File: src/rtl/color_write_ctrl_pkg.sv
// Shared types and constants for the colour lookup-table write controller.
package color_pkg;

  localparam int         NUM_COLORS       = 32;
  localparam logic [7:0] COLOR_BASE_WADDR = 8'hC0;

  typedef struct packed {
    logic [4:0]  idx;
    logic [11:0] rgb;
  } color_wr_t;

  typedef enum logic {INIT, RUN} state_t;

  // COLOR00..COLOR31 occupy one aligned 32-word window of the register map.
  function automatic logic is_color_addr(input logic [7:0] addr);
    return addr[7:5] == COLOR_BASE_WADDR[7:5];
  endfunction

endpackage

File: src/rtl/color_write_ctrl_if.sv
// Register-bus, pixel-read and table-write signals of the colour write controller.
interface color_write_ctrl_if;

  logic        rga_wr;
  logic [7:0]  rga_addr;
  logic [15:0] rga_data;
  logic        pix_rd;
  logic        tbl_wr;
  logic [4:0]  tbl_idx;
  logic [11:0] tbl_rgb;
  logic        init_busy;
  logic        fifo_full;
  logic        drop;

  modport master (
    output rga_wr, rga_addr, rga_data, pix_rd,
    input  tbl_wr, tbl_idx, tbl_rgb, init_busy, fifo_full, drop
  );

  modport slave (
    input  rga_wr, rga_addr, rga_data, pix_rd,
    output tbl_wr, tbl_idx, tbl_rgb, init_busy, fifo_full, drop
  );

endinterface

File: src/rtl/color_write_ctrl_fifo.sv
// Synchronous FIFO with extra-MSB pointers; push and pop may coincide even when full.
module sync_fifo #(
  parameter int WIDTH = 17,
  parameter int DEPTH = 4
) (
  input  logic             clk,
  input  logic             rst_n,
  input  logic             push,
  input  logic             pop,
  input  logic [WIDTH-1:0] wdata,
  output logic [WIDTH-1:0] rdata,
  output logic             full,
  output logic             empty
);

  localparam int AW = $clog2(DEPTH);

  logic [AW:0]      wr_ptr_q, wr_ptr_d;
  logic [AW:0]      rd_ptr_q, rd_ptr_d;
  logic [WIDTH-1:0] mem_q [DEPTH];

  assign empty = (wr_ptr_q == rd_ptr_q);
  assign full  = (wr_ptr_q[AW] != rd_ptr_q[AW]) && (wr_ptr_q[AW-1:0] == rd_ptr_q[AW-1:0]);
  assign rdata = mem_q[rd_ptr_q[AW-1:0]];

  always_comb begin
    wr_ptr_d = wr_ptr_q;
    rd_ptr_d = rd_ptr_q;
    if (push) wr_ptr_d = wr_ptr_q + (AW+1)'(1);
    if (pop)  rd_ptr_d = rd_ptr_q + (AW+1)'(1);
  end

  always_ff @(posedge clk or negedge rst_n) begin
    if (!rst_n) begin
      wr_ptr_q <= '0;
      rd_ptr_q <= '0;
    end else begin
      wr_ptr_q <= wr_ptr_d;
      rd_ptr_q <= rd_ptr_d;
    end
  end

  always_ff @(posedge clk) begin
    if (push) mem_q[wr_ptr_q[AW-1:0]] <= wdata;
  end

endmodule

File: src/rtl/color_write_ctrl.sv
// Colour table write port: reset sweep, then buffered register writes drained
// whenever the pixel pipeline leaves the table free.
module color_write_ctrl
  import color_pkg::*;
#(
  parameter int          FIFO_DEPTH  = 4,
  parameter logic [11:0] INIT_RGB    = 12'h000,
  parameter bit          DEFER_ON_RD = 1'b1
) (
  input logic               clk,
  input logic               rst_n,
  color_write_ctrl_if.slave bus
);

  localparam int W = $bits(color_wr_t);

  state_t      state_q, state_d;
  logic [4:0]  cnt_q, cnt_d;
  logic        tbl_wr_q, tbl_wr_d;
  logic [4:0]  tbl_idx_q, tbl_idx_d;
  logic [11:0] tbl_rgb_q, tbl_rgb_d;
  logic        init_busy_q, init_busy_d;
  logic        drop_q, drop_d;

  logic        hit, pop_ok, bypass;
  logic        fifo_push, fifo_pop, fifo_full, fifo_empty;
  logic [W-1:0] head_bits;
  color_wr_t   new_entry, head;
  logic        unused_data_hi;

  assign hit            = bus.rga_wr & is_color_addr(bus.rga_addr);
  assign new_entry      = '{idx: bus.rga_addr[4:0], rgb: bus.rga_data[11:0]};
  assign head           = color_wr_t'(head_bits);
  assign unused_data_hi = ^bus.rga_data[15:12];

  sync_fifo #(.WIDTH(W), .DEPTH(FIFO_DEPTH)) u_fifo (
    .clk   (clk),
    .rst_n (rst_n),
    .push  (fifo_push),
    .pop   (fifo_pop),
    .wdata (new_entry),
    .rdata (head_bits),
    .full  (fifo_full),
    .empty (fifo_empty)
  );

  // An empty FIFO hands a hit straight to the output register so it still lands one cycle later.
  always_comb begin
    pop_ok    = (state_q == RUN) && (!DEFER_ON_RD || !bus.pix_rd);
    fifo_pop  = pop_ok && !fifo_empty;
    bypass    = pop_ok && fifo_empty && hit;
    fifo_push = hit && !bypass && (!fifo_full || fifo_pop);
    drop_d    = hit && fifo_full && !fifo_pop;

    state_d     = state_q;
    cnt_d       = cnt_q;
    init_busy_d = init_busy_q;
    tbl_wr_d    = 1'b0;
    tbl_idx_d   = tbl_idx_q;
    tbl_rgb_d   = tbl_rgb_q;

    case (state_q)
      INIT: begin
        tbl_wr_d  = 1'b1;
        tbl_idx_d = cnt_q;
        tbl_rgb_d = INIT_RGB;
        cnt_d     = cnt_q + 5'd1;
        if (cnt_q == 5'(NUM_COLORS - 1)) begin
          state_d     = RUN;
          init_busy_d = 1'b0;
        end
      end
      RUN: begin
        if (fifo_pop) begin
          tbl_wr_d  = 1'b1;
          tbl_idx_d = head.idx;
          tbl_rgb_d = head.rgb;
        end else if (bypass) begin
          tbl_wr_d  = 1'b1;
          tbl_idx_d = new_entry.idx;
          tbl_rgb_d = new_entry.rgb;
        end
      end
    endcase
  end

  always_ff @(posedge clk or negedge rst_n) begin
    if (!rst_n) begin
      state_q     <= INIT;
      cnt_q       <= '0;
      init_busy_q <= 1'b1;
      tbl_wr_q    <= 1'b0;
      tbl_idx_q   <= '0;
      tbl_rgb_q   <= '0;
      drop_q      <= 1'b0;
    end else begin
      state_q     <= state_d;
      cnt_q       <= cnt_d;
      init_busy_q <= init_busy_d;
      tbl_wr_q    <= tbl_wr_d;
      tbl_idx_q   <= tbl_idx_d;
      tbl_rgb_q   <= tbl_rgb_d;
      drop_q      <= drop_d;
    end
  end

  assign bus.tbl_wr    = tbl_wr_q;
  assign bus.tbl_idx   = tbl_idx_q;
  assign bus.tbl_rgb   = tbl_rgb_q;
  assign bus.init_busy = init_busy_q;
  assign bus.fifo_full = fifo_full;
  assign bus.drop      = drop_q;

endmodule

File: src/flat_wrapper.sv
// flat-port wrapper written by rule: the top's interface ports become plain ports
module color_write_ctrl_flat import color_pkg::*;
#(
  parameter int          FIFO_DEPTH  = 4,
  parameter logic [11:0] INIT_RGB    = 12'h000,
  parameter bit          DEFER_ON_RD = 1'b1
)
  (clk, rst_n, bus_rga_wr, bus_rga_addr, bus_rga_data, bus_pix_rd, bus_tbl_wr, bus_tbl_idx, bus_tbl_rgb, bus_init_busy, bus_fifo_full, bus_drop);
  color_write_ctrl_if bus_i ();
  input logic clk;
  input logic rst_n;
  input wire logic [$bits(bus_i.rga_wr)-1:0] bus_rga_wr;
  input wire logic [$bits(bus_i.rga_addr)-1:0] bus_rga_addr;
  input wire logic [$bits(bus_i.rga_data)-1:0] bus_rga_data;
  input wire logic [$bits(bus_i.pix_rd)-1:0] bus_pix_rd;
  output wire logic [$bits(bus_i.tbl_wr)-1:0] bus_tbl_wr;
  output wire logic [$bits(bus_i.tbl_idx)-1:0] bus_tbl_idx;
  output wire logic [$bits(bus_i.tbl_rgb)-1:0] bus_tbl_rgb;
  output wire logic [$bits(bus_i.init_busy)-1:0] bus_init_busy;
  output wire logic [$bits(bus_i.fifo_full)-1:0] bus_fifo_full;
  output wire logic [$bits(bus_i.drop)-1:0] bus_drop;
  assign bus_i.rga_wr = bus_rga_wr;
  assign bus_i.rga_addr = bus_rga_addr;
  assign bus_i.rga_data = bus_rga_data;
  assign bus_i.pix_rd = bus_pix_rd;
  assign bus_tbl_wr = bus_i.tbl_wr;
  assign bus_tbl_idx = bus_i.tbl_idx;
  assign bus_tbl_rgb = bus_i.tbl_rgb;
  assign bus_init_busy = bus_i.init_busy;
  assign bus_fifo_full = bus_i.fifo_full;
  assign bus_drop = bus_i.drop;
  color_write_ctrl #(.FIFO_DEPTH(FIFO_DEPTH), .INIT_RGB(INIT_RGB), .DEFER_ON_RD(DEFER_ON_RD)) u_core (.clk(clk), .rst_n(rst_n), .bus(bus_i));
endmodule
File: config.mk
export PLATFORM = sky130hd
export DESIGN_NAME = color_write_ctrl_flat
export DESIGN_NICKNAME = d
export VERILOG_FILES = /design/src/rtl/color_write_ctrl_pkg.sv /design/src/rtl/color_write_ctrl_if.sv /design/src/rtl/color_write_ctrl_fifo.sv /design/src/rtl/color_write_ctrl.sv /design/src/flat_wrapper.sv
export SDC_FILE = /design/constraint.sdc
export NUM_CORES = 1
export LEC_CHECK = 0
export ABC_AREA = 1
export BUFFER_PORTS_ARGS = -buffer_cell sky130_fd_sc_hd__buf_2
export CAP_MARGIN = 20
export CORE_MARGIN = 1
export CORE_UTILIZATION = 58
export CTS_CLUSTER_DIAMETER = 100
export DETAILED_ROUTE_END_ITERATION = 10
export PLACE_DENSITY = 0.86
export RECOVER_POWER = 100
export SLEW_MARGIN = 5
export SYNTH_ARGS = -nofsm -noshare
export SYNTH_HDL_FRONTEND = slang
export SYNTH_SLANG_ARGS = --single-unit
File: constraint.sdc
create_clock -name clk -period 6.6 [get_ports clk]
set_clock_uncertainty 0.1 [all_clocks]
set_input_delay 0.66 -clock clk [delete_from_list [all_inputs] [get_ports clk]]
set_output_delay 0.66 -clock clk [all_outputs]
set_load 0.03 [all_outputs]
==> results.yml, run 1 <==
run_status:
  status: "complete, but fails checks"
  violations: "max-capacitance violations, max-slew violations"
clocking:
  path_clk_slew_ns: 0.09
  holdBufCountCts: 0
  cts-root-buf: "clkbuf_8"
  htree_levels: 3
  insertion_delay_ns: 0.36
  cts_sinks: 100
  ctsResizeCount: 0
  cts_setup_buffers: 0
  cts_buffers: 9
  cts_tree: "built"
  clk_path_buf_depth: 2
timing:
  worst_slew_pin_slew_ns: 1.76
  max_slew_margin_pct: -17.1
  fmax_mhz: 229
  min_period_ns: 4.37
  report.final.slew_viol_count: 82
  final-setup-viol-count: 0
  period_share_pct: 66.2
  hold_ws_ns: 0.396
  rsz0062_at_grt: "no"
  tns_ns: 0
  hold_viol_final: 0
run:
  maxCapViolCount: 2
layout:
  final_cell_mix: "nand2_1, edfxtp_1, clkbuf_1"
  mostFrequentLayoutCell: "nand2_1"
  design_area_um2: 4730
  final_util_pct: 64.9
  drive_above_1_share_pct: 6.74
  diodes: 0
  nets: 490
  area_delta_synth_final_pct: 8.06
critical_path:
  end_kind: "flip-flop"
  start_kind: "flip-flop"
  crit_type: "flip-flop to flip-flop"
  timing.rr.end: "u_core.bus.tbl_rgb[9]$_DFFE_PN0P_"
  critical_path.max_fanout: 48
  cp.arrival_ns: 4.55
  r2r_setup_slack_ns: 2.23
  cp.required_ns: 6.78
  r2r.worst_path.cells: 6
  r2r-start: "u_core.state_q$_DFF_PN0_"
die:
  placementRows: 31
  start_util_pct: 60.0
  coreArea_um2: 7290
  ios: 49
  dieArea_um2: 7900
  dieWidth_um: 88.9
  die_y_um: 88.9
synth:
  syn_area_per_cell_um2: 10.6
  yosys.area.top_type: "edfxtp_1"
  yosys.area.top_type_share_pct: 46.6
  synthAdderAreaFrac_pct: 2.00
  syn_nets: 449
  synth_area_leaders: "edfxtp_1, dfrtp_1, nand2_1"
  synth_compound_area_share_pct: 5.83
  yosysWarningCount: 0
  postSynthCellCount: 414
  yosys.area_share.simple_pct: 20.7
  synth_edf_count: 68
  async_flop_share_pct: 32.0
  ys_types: 34
  synth_area_um2: 4380
  ys_seq_area_share_pct: 65.0
  synth_ff_type: "edfxtp_1"
  synth-xor-area-share_pct: 1.20
  muxShareOfSynthArea_pct: 0
  synth_top_family_by_area: "simple AND/OR/NAND/NOR gates"
  ys_ff_latch: 100
place:
  gp_congestion: 0.832
  place_area_um2: 4640
  port_buffers: 44
  dp_hpwl_mm: 5.63
grt:
  grt_pass1_wl_mm: 14.3
  track_usage_pct: 25.4
  grt_max_degree: 49
  grt-ovfl-total: 0
  grt_pass1_vias: 2892
  antenna_found_initial: 0
routing:
  drcViolationCount: 0
  routed_wl_mm: 9.23
  first_iter_violations: 287
  vias: 3132
  ant_nets: 0
  avgRoutedWirePerCell_um: 16.5
  drtPass1Iterations: 5
  viasPerCell: 5.60
min_path:
  min_from: "u_core.bus.init_busy$_DFFE_PN1P_"
  hp-class: "flip-flop to flip-flop"
  hold_depth: 1
  min_to: "u_core.bus.init_busy$_DFFE_PN1P_"
power_and_ir_drop:
  power_leakage_nw: 1.94
  ir_drop_mv: 0.193
  powerDensity_nw_per_um2: 390
-- report_power, final --
group          switching (mW)  total, mW  internal (mW)
sequential             0.0789      0.834          0.755
clock                   0.211      0.351          0.141
combinational           0.474      0.660          0.185
total                   0.764       1.85           1.08
-- layer usage --
layer	wire [µm]	up-vias	track usage [%]
met2	4650	143	41.2
met3	612	18	5.22
li1	-	1473	-
met4	170	0	12.5
met1	3800	1498	32.9
met5	0	-	0
-- worst max-delay path: stages (launching register included) --
cell     delay, ns
dfrtp_1       0.75
inv_1         0.36
nor2_1        0.80
nand2_1       1.17
nand2_1       0.81
nand2_1       0.11
o21ai_0       0.17
-- per-stage QoR --
step	setup slack [ns]	power [mW]	std cells
6_report	2.23	1.85	559
5_1_grt	1.89	1.97	559
4_1_cts	3.78	1.87	559
3_5_place_dp	3.82	1.52	543
3_3_place_gp	3.86	1.49	543
2_1_floorplan	4.08	1.36	414
-- cells by family (layout without fill, tap and decap cells) --
| kind of cell | count (synthesis) | in the layout |
|---|---|---|
| flops | 100 | 100 |
| fa+ha+maj | 7 | 7 |
| compound gates | 46 | 46 |
| buf+inv | 47 | 93 |
| simple gates | 208 | 208 |
| xor+xnor | 6 | 6 |
-- layout make-up --
cell class	count	area (µm²)
fill	609	2560
clock buffer	10	128
inverter	28	113
clock inverter	6	47.5
sequential	100	2840
tap	99	124
multi-input combinational	267	1280
timing repair buffer	49	194
-- synth_stat cells, types with 4 or more instances --
master,number
o21ai_1,13
dfrtp_1,31
o21ai_0,11
edfxtp_1,68
nand4_1,7
inv_1,24
a21oi_1,15
buf_6,4
clkbuf_1,8
ha_1,7
buf_2,4
nand3_1,41
nor2_1,27
nand2_1,121
nand2_2,4
-- flip-flops by register name, summed over array words and instances, names as in the netlist --
register                count
u_core.cnt_q                5
u_core.bus.init_busy        1
u_core.bus.drop             1
u_core.bus.tbl_wr           1
u_core.state_q              1
u_core.u_fifo.wr_ptr_q      3
u_core.bus.tbl_idx          5
u_core.u_fifo.rd_ptr_q      3
u_core.bus.tbl_rgb         12
u_core.u_fifo.mem_q        68
-- how the worst max path moves through the flow --
stage                                          start                             endpoint  slack [ns]  cells after the start
2_1_floorplan                        bus_rga_addr[5]  u_core.u_fifo.mem_q[0][0]$_DFFE_PP_        4.08                      5
3_3_place_gp   u_core.u_fifo.rd_ptr_q[1]$_DFFE_PN0P_    u_core.bus.tbl_idx[4]$_DFFE_PN0P_        3.86                      8
3_5_place_dp   u_core.u_fifo.rd_ptr_q[1]$_DFFE_PN0P_    u_core.bus.tbl_idx[4]$_DFFE_PN0P_        3.82                      7
4_1_cts        u_core.u_fifo.rd_ptr_q[1]$_DFFE_PN0P_    u_core.bus.tbl_idx[4]$_DFFE_PN0P_        3.78                      7
5_1_grt                     u_core.state_q$_DFF_PN0_    u_core.bus.tbl_rgb[7]$_DFFE_PN0P_        1.89                      6
6_report                    u_core.state_q$_DFF_PN0_    u_core.bus.tbl_rgb[9]$_DFFE_PN0P_        2.23                      6
Note: power is estimated with default switching activity, not from simulation.
==> run 2: changes to the inputs <==
--- a/config.mk
+++ b/config.mk
@@ -5,14 +5,14 @@
 export SDC_FILE = /design/constraint.sdc
 export NUM_CORES = 1
 export LEC_CHECK = 0
-export ABC_AREA = 1
+export ABC_AREA = 0
 export BUFFER_PORTS_ARGS = -buffer_cell sky130_fd_sc_hd__buf_2
 export CAP_MARGIN = 20
 export CORE_MARGIN = 1
-export CORE_UTILIZATION = 58
+export CORE_UTILIZATION = 52
 export CTS_CLUSTER_DIAMETER = 100
 export DETAILED_ROUTE_END_ITERATION = 10
-export PLACE_DENSITY = 0.86
+export PLACE_DENSITY = 0.82
 export RECOVER_POWER = 100
 export SLEW_MARGIN = 5
 export SYNTH_ARGS = -nofsm -noshare
==> constraint.sdc (replaced) <==
create_clock -name clk -period 3.7 [get_ports clk]
set_clock_uncertainty 0.1 [all_clocks]
set_input_delay 0.37 -clock clk [delete_from_list [all_inputs] [get_ports clk]]
set_output_delay 0.37 -clock clk [all_outputs]
set_load 0.03 [all_outputs]
==> run 2 against run 1 <==
Effect of this change: the run still ends with max-capacitance violations, max-slew violations left; die area increased by 7.4%; critical path type unchanged; register-to-register slack got worse by 1.3 ns; largest power group unchanged; worst setup slack got worse by 1.3 ns; critical endpoint is now u_core.u_fifo.mem_q[0][9]$_DFFE_PP_; synthesized area decreased by 3.5%; total power increased by 91%; count of clock-buffer cells in the layout decreased by 1; cell area decreased by 0.32%; critical path depth decreased by 1; clock power increased by 90%; cell count decreased by 26%; utilization decreased by 4.5 points; sequential power increased by 75%.
==> results.yml, run 2 <==
layout:
  nets: 344
  diodes: 0
  design_area_um2: 4720
  multiInputGateArea_um2: 1280
  largest_register_ffs: 68
  regArea_um2: 2840
  fillers: 612
  area_delta_synth_final_pct: 11.7
  mostFrequentLayoutCell: "edfxtp_1"
  final_cell_mix: "edfxtp_1, clkbuf_1, dfrtp_1"
  drive_above_1_share_pct: 19.4
run_status:
  violations: "max-capacitance violations, max-slew violations"
  status: "complete, but fails checks"
power_and_ir_drop:
  p_int_mw: 2.20
  power_leakage_nw: 1.68
  switching_share_pct: 37.8
  ir_drop_mv: 0.310
  powerDensity_nw_per_um2: 748
  seq_power_share_pct: 41.4
  power.total_mw: 3.53
  clock_power_share_pct: 18.9
  share_comb_of_total_power_pct: 39.6
  p_switching_mw: 1.33
clocking:
  clk_path_buf_depth: 2
  cts-root-buf: "clkbuf_8"
  path_clk_slew_ns: 0.09
  cts_sinks: 100
  htree_levels: 3
  insertion_delay_ns: 0.35
  cts_setup_buffers: 0
  cts_tree: "built"
  cts_buffers: 9
timing:
  report.final.slew_viol_count: 33
  period_share_pct: 73.9
  fmax_mhz: 366
  tns_ns: 0
  worst_slew_pin_slew_ns: 1.76
  min_period_ns: 2.73
  final-setup-viol-count: 0
  rsz0062_at_grt: "no"
  max_slew_margin_pct: -17.6
  hold_viol_final: 0
  hold_ws_ns: 0.215
die:
  dieWidth_um: 92.1
  start_util_pct: 54.1
  die_y_um: 92.1
  coreArea_um2: 7810
  placementRows: 32
  dieArea_um2: 8490
  ios: 49
synth:
  yosys-top-cells-count: "edfxtp_1, dfrtp_1, mux4_2, o21ai_0"
  yosys.area.top_type: "edfxtp_1"
  synth_area_um2: 4220
  postSynthCellCount: 254
  syn_area_per_cell_um2: 16.6
  ys_ff_latch: 100
  synth_edf_count: 68
  ys_types: 32
  synth_area_leaders: "edfxtp_1, dfrtp_1, mux4_2"
  synth_most_common_cell: "edfxtp_1"
  synthAdderAreaFrac_pct: 2.07
  yosys.area.top_type_share_pct: 48.4
  synth-xor-area-share_pct: 2.73
  async_flop_share_pct: 32.0
  yosysWarningCount: 0
  yosys.area_share.simple_pct: 4.50
  muxShareOfSynthArea_pct: 13.1
  synth_top_family_by_area: "multiplexers"
  synth_compound_area_share_pct: 8.00
  ys_seq_area_share_pct: 67.3
  syn_nets: 289
  synth_ff_type: "edfxtp_1"
critical_path:
  start_kind: "flip-flop"
  crit_type: "flip-flop to flip-flop"
  cp.required_ns: 3.58
  critical_path.max_fanout: 19
  end_kind: "flip-flop"
  cp.arrival_ns: 2.62
routing:
  drtPass1Iterations: 4
  viasPerCell: 5.81
  avgRoutedWirePerCell_um: 19.3
  routed_wl_mm: 8.04
  drcViolationCount: 0
  first_iter_violations: 112
  ant_nets: 0
  vias: 2418
grt:
  grt-ovfl-total: 0
  grt_pass1_wl_mm: 13.0
  grt_max_degree: 33
  grt_pass1_vias: 2555
  antenna_found_initial: 0
  track_usage_pct: 21.0
place:
  port_buffers: 44
  place_area_um2: 4600
  gp_congestion: 0.715
  dp_hpwl_mm: 5.24
run:
  maxCapViolCount: 1
min_path:
  hp-class: "input pin to flip-flop"
==> run 2: cells by family after synthesis <==
| group | count (synthesis) |
|---|---|
| DFF | 100 |
| AOI/OAI and AO/OA | 47 |
| and+or+nand+nor | 37 |
| muxes | 32 |
| buffers and inverters | 20 |
| xor gates and xnor gates | 11 |
| adders and majority gates | 7 |
==> run 2: final cells by class <==
class                      instances  share of cell area (%)
inverter                           5                   0.398
tap                              102                    2.71
sequential                       100                    60.3
clock buffer                       9                    2.63
timing repair buffer              59                    5.39
clock inverter                     7                    1.43
multi-input combinational        134                    27.1
==> run 2: final timing paths <==
| check | from | endpoint | slack (ns) | cells past startpoint |
|---|---|---|---|---|
| worst max-delay path | u_core.u_fifo.wr_ptr_q[2]$_DFFE_PN0P_ | u_core.u_fifo.mem_q[0][9]$_DFFE_PP_ | 0.97 | 5 |
| worst min register to register | u_core.bus.init_busy$_DFFE_PN1P_ | u_core.bus.init_busy$_DFFE_PN1P_ | 0.38 | 1 |
| worst max register to register | u_core.u_fifo.wr_ptr_q[2]$_DFFE_PN0P_ | u_core.u_fifo.mem_q[0][9]$_DFFE_PP_ | 0.97 | 5 |
| worst min-delay path | bus_rga_data[5] | u_core.u_fifo.mem_q[0][5]$_DFFE_PP_ | 0.22 | 1 |
| max in group asynchronous | rst_n | u_core.bus.tbl_rgb[1]$_DFFE_PN0P_ | 1.56 | 2 |
| min in group asynchronous | rst_n | u_core.cnt_q[0]$_DFFE_PN0N_ | 0.91 | 2 |
==> run 2: routing by layer <==
| layer | vias to the layer above | global-route usage [%] | wire (µm) |
|---|---|---|---|
| met5 | - | 0 | 0 |
| met4 | 0 | 10.5 | 192 |
| met3 | 17 | 2.65 | 321 |
| met2 | 71 | 34.3 | 4040 |
| met1 | 1232 | 28.0 | 3490 |
| li1 | 1098 | - | - |
==> run 2: through the flow <==
step	setup WS [ns]	util (%)	instances
5_1_grt	0.833	60.4	416
4_1_cts	1.28	61.5	416
2_1_floorplan	1.51	-	254
3_5_place_dp	1.31	58.9	399
6_report	0.967	60.4	416
3_3_place_gp	1.33	58.9	399
==> run 2: what timing repair did <==
action                                  in CTS  in global routing
hold buffers                                 1                  0
endpoints found under the hold margin       31                  0
endpoints found under the setup margin       0                  0
resized for setup                            0                  0
==> run 2: power groups by stage <==
stage	combinational (mW)	sequential [mW]	clock, mW
floorplan	0.889	1.67	0
global placement	1.41	1.47	0
detailed placement	1.44	1.48	0
CTS	1.45	1.46	0.683
global route	1.51	1.48	0.723
finish	1.40	1.46	0.668
==> run 2: critical path, cell delays in order (launching register included) <==
cell and delay [ns]:
dfrtp_1 0.46, xor2_4 0.54, xnor2_1 0.21, o31a_1 0.23, and2_0 0.17, clkbuf_1 0.64
==> run 3: changes to the inputs <==
--- a/config.mk
+++ b/config.mk
@@ -9,10 +9,10 @@
 export BUFFER_PORTS_ARGS = -buffer_cell sky130_fd_sc_hd__buf_2
 export CAP_MARGIN = 20
 export CORE_MARGIN = 1
-export CORE_UTILIZATION = 52
+export CORE_UTILIZATION = 58
 export CTS_CLUSTER_DIAMETER = 100
 export DETAILED_ROUTE_END_ITERATION = 10
-export PLACE_DENSITY = 0.82
+export PLACE_DENSITY = 0.86
 export RECOVER_POWER = 100
 export SLEW_MARGIN = 5
 export SYNTH_ARGS = -nofsm -noshare
==> constraint.sdc (replaced) <==
create_clock -name clk -period 2.8 [get_ports clk]
set_clock_uncertainty 0.1 [all_clocks]
set_input_delay 0.28 -clock clk [delete_from_list [all_inputs] [get_ports clk]]
set_output_delay 0.28 -clock clk [all_outputs]
set_load 0.03 [all_outputs]
==> run 3 against run 2 <==
Effect of this change: the flow still finishes with violations (max-capacitance violations, max-slew violations); combinational power grew 33%; sequential share of layout area is 0.70 points higher; cell area is 1.1% lower; flip-flop and latch count unchanged; non-clock buffer count fell by 6; cell count shrank 2.9%; worst hold slack worse by 0.098 ns; fmax increased by 7.6%; clock power grew 18%; count of clock-buffer cells in the layout grew 3; utilization grew 7.1 points; register-to-register slack worse by 0.71 ns.
==> results.yml, run 3 (synthesized netlist as in run 2, its figures left out) <==
critical_path:
  cp.arrival_ns: 2.42
  end_kind: "flip-flop"
  slowest_delay_ns: 0.59
  crit_type: "flip-flop to flip-flop"
  critPathBufInv: 2
  worstPathCellList: "xor2_1 -> clkbuf_2 -> o311ai_0 -> inv_1"
  start_kind: "flip-flop"
  critical_path.max_fanout: 19
  cp_slowest_cell: "o311ai_0"
  cp.required_ns: 2.68
  crit_family: "buffers and inverters"
clocking:
  cts_buffers: 9
  ctsResizeCount: 0
  insertion_delay_ns: 0.36
  path_clk_slew_ns: 0.09
  htree_levels: 3
  cts_setup_buffers: 0
  holdBufCountCts: 1
  cts_tree: "built"
  cts_sinks: 100
  clk_path_buf_depth: 2
  cts-root-buf: "clkbuf_8"
timing:
  worst_slew_pin_slew_ns: 1.84
  rsz0062_at_grt: "no"
  final-setup-viol-count: 0
  period_share_pct: 90.7
  worst_slack_ns: 0.261
  fmax_mhz: 394
  min_period_ns: 2.54
  hold_viol_final: 0
  report.final.slew_viol_count: 33
  max_slew_margin_pct: -22.5
  tns_ns: 0
die:
  dieWidth_um: 87.3
  placementRows: 30
  start_util_pct: 61.1
  coreArea_um2: 6910
  ios: 49
  die_y_um: 87.3
  dieArea_um2: 7630
routing:
  drtPass1Iterations: 4
  viasPerCell: 6.08
  first_iter_violations: 247
  drcViolationCount: 0
  avgRoutedWirePerCell_um: 20.1
  ant_nets: 0
  routed_wl_mm: 8.13
  vias: 2456
place:
  dp_hpwl_mm: 5.11
  place_area_um2: 4550
  gp_congestion: 0.749
  port_buffers: 44
  place_ws_ns: 0.335
layout:
  final_cell_mix: "edfxtp_1, clkbuf_1, dfrtp_1"
  nets: 338
  design_area_um2: 4660
  drive_above_1_share_pct: 19.5
  area_delta_synth_final_pct: 10.4
  diodes: 0
  mostFrequentLayoutCell: "edfxtp_1"
  largest_register_ffs: 68
grt:
  track_usage_pct: 24.1
  grt_pass1_vias: 2555
  grt_pass1_wl_mm: 13.2
  grt_max_degree: 33
  antenna_found_initial: 0
  grt-ovfl-total: 0
min_path:
  hp-class: "input pin to flip-flop"
run:
  maxCapViolCount: 1
power_and_ir_drop:
  power.total_mw: 4.58
  power_leakage_nw: 1.67
  p_switching_mw: 1.76
  seq_power_share_pct: 42.1
  ir_drop_mv: 0.454
  share_comb_of_total_power_pct: 40.7
  switching_share_pct: 38.4
  powerDensity_nw_per_um2: 983
  clock_power_share_pct: 17.2
  p_int_mw: 2.82
run_status:
  violations: "max-capacitance violations, max-slew violations"
  status: "complete, but fails checks"
-- run 3: changes by cell type in the layout (fill, tap and decap cells not counted), sizes merged --
cell and change:
bufinv -1, clkinvlp -2, clkinv -1, clkbuf -3
inv +1
-- run 3: cell type report --
| class | count | area, µm² |
|---|---|---|
| multi-input cells | 134 | 1280 |
| inverters | 5 | 18.8 |
| fillers | 502 | 2240 |
| repair buffers | 53 | 235 |
| clock buffers | 12 | 135 |
| well taps | 96 | 120 |
| clock inverters | 4 | 26.3 |
| flip-flops and latches | 100 | 2840 |
-- run 3: worst reg2reg max path: cells and delay by family (launching register included) --
family | cells | cell delay (ns)
buffers and inverters | 2 | 0.83
AO/OA/AOI/OAI | 1 | 0.59
flip-flops | 1 | 0.46
XOR/XNOR | 1 | 0.18
-- run 3: power by group through the flow --
stage	Sequential (mW)	Combinational (mW)	Clock (mW)
after global routing	1.95	2.03	0.865
after global placement	1.94	1.86	0
after floorplan	2.20	1.17	0
final	1.93	1.86	0.789
after CTS	1.93	1.92	0.803
after detailed placement	1.96	1.91	0
-- run 3: metrics by stage --
| step | util, % | hold WS [ns] | instances |
|---|---|---|---|
| 4_1_cts | 68.3 | 0.0424 | 404 |
| 6_report | 67.5 | 0.117 | 404 |
| 3_3_place_gp | 65.8 | 0.275 | 387 |
| 3_5_place_dp | 65.8 | 0.301 | 387 |
| 2_1_floorplan | - | -0.116 | 254 |
| 5_1_grt | 67.5 | 0.117 | 404 |
-- run 3: final timing paths --
path	slack, ns	from	cells after the start	end
min	0.12	bus_rga_data[5]	1	u_core.u_fifo.mem_q[3][5]$_DFFE_PP_
min in group asynchronous	0.85	rst_n	2	u_core.bus.tbl_idx[0]$_DFFE_PN0P_
max reg2reg	0.26	u_core.u_fifo.wr_ptr_q[1]$_DFFE_PN0P_	4	u_core.u_fifo.mem_q[3][15]$_DFFE_PP_
min reg2reg	0.38	u_core.bus.init_busy$_DFFE_PN1P_	1	u_core.bus.init_busy$_DFFE_PN1P_
max	0.26	u_core.u_fifo.wr_ptr_q[1]$_DFFE_PN0P_	4	u_core.u_fifo.mem_q[3][15]$_DFFE_PP_
max in group asynchronous	0.69	rst_n	2	u_core.bus.tbl_rgb[4]$_DFFE_PN0P_
-- run 3: layer usage --
metal | wire (µm) | track usage (%) | up-vias
li1 | - | - | 1087
met1 | 3320 | 34.0 | 1248
met2 | 4050 | 37.1 | 110
met3 | 621 | 5.40 | 11
met4 | 132 | 9.09 | 0
met5 | 0 | 0 | -
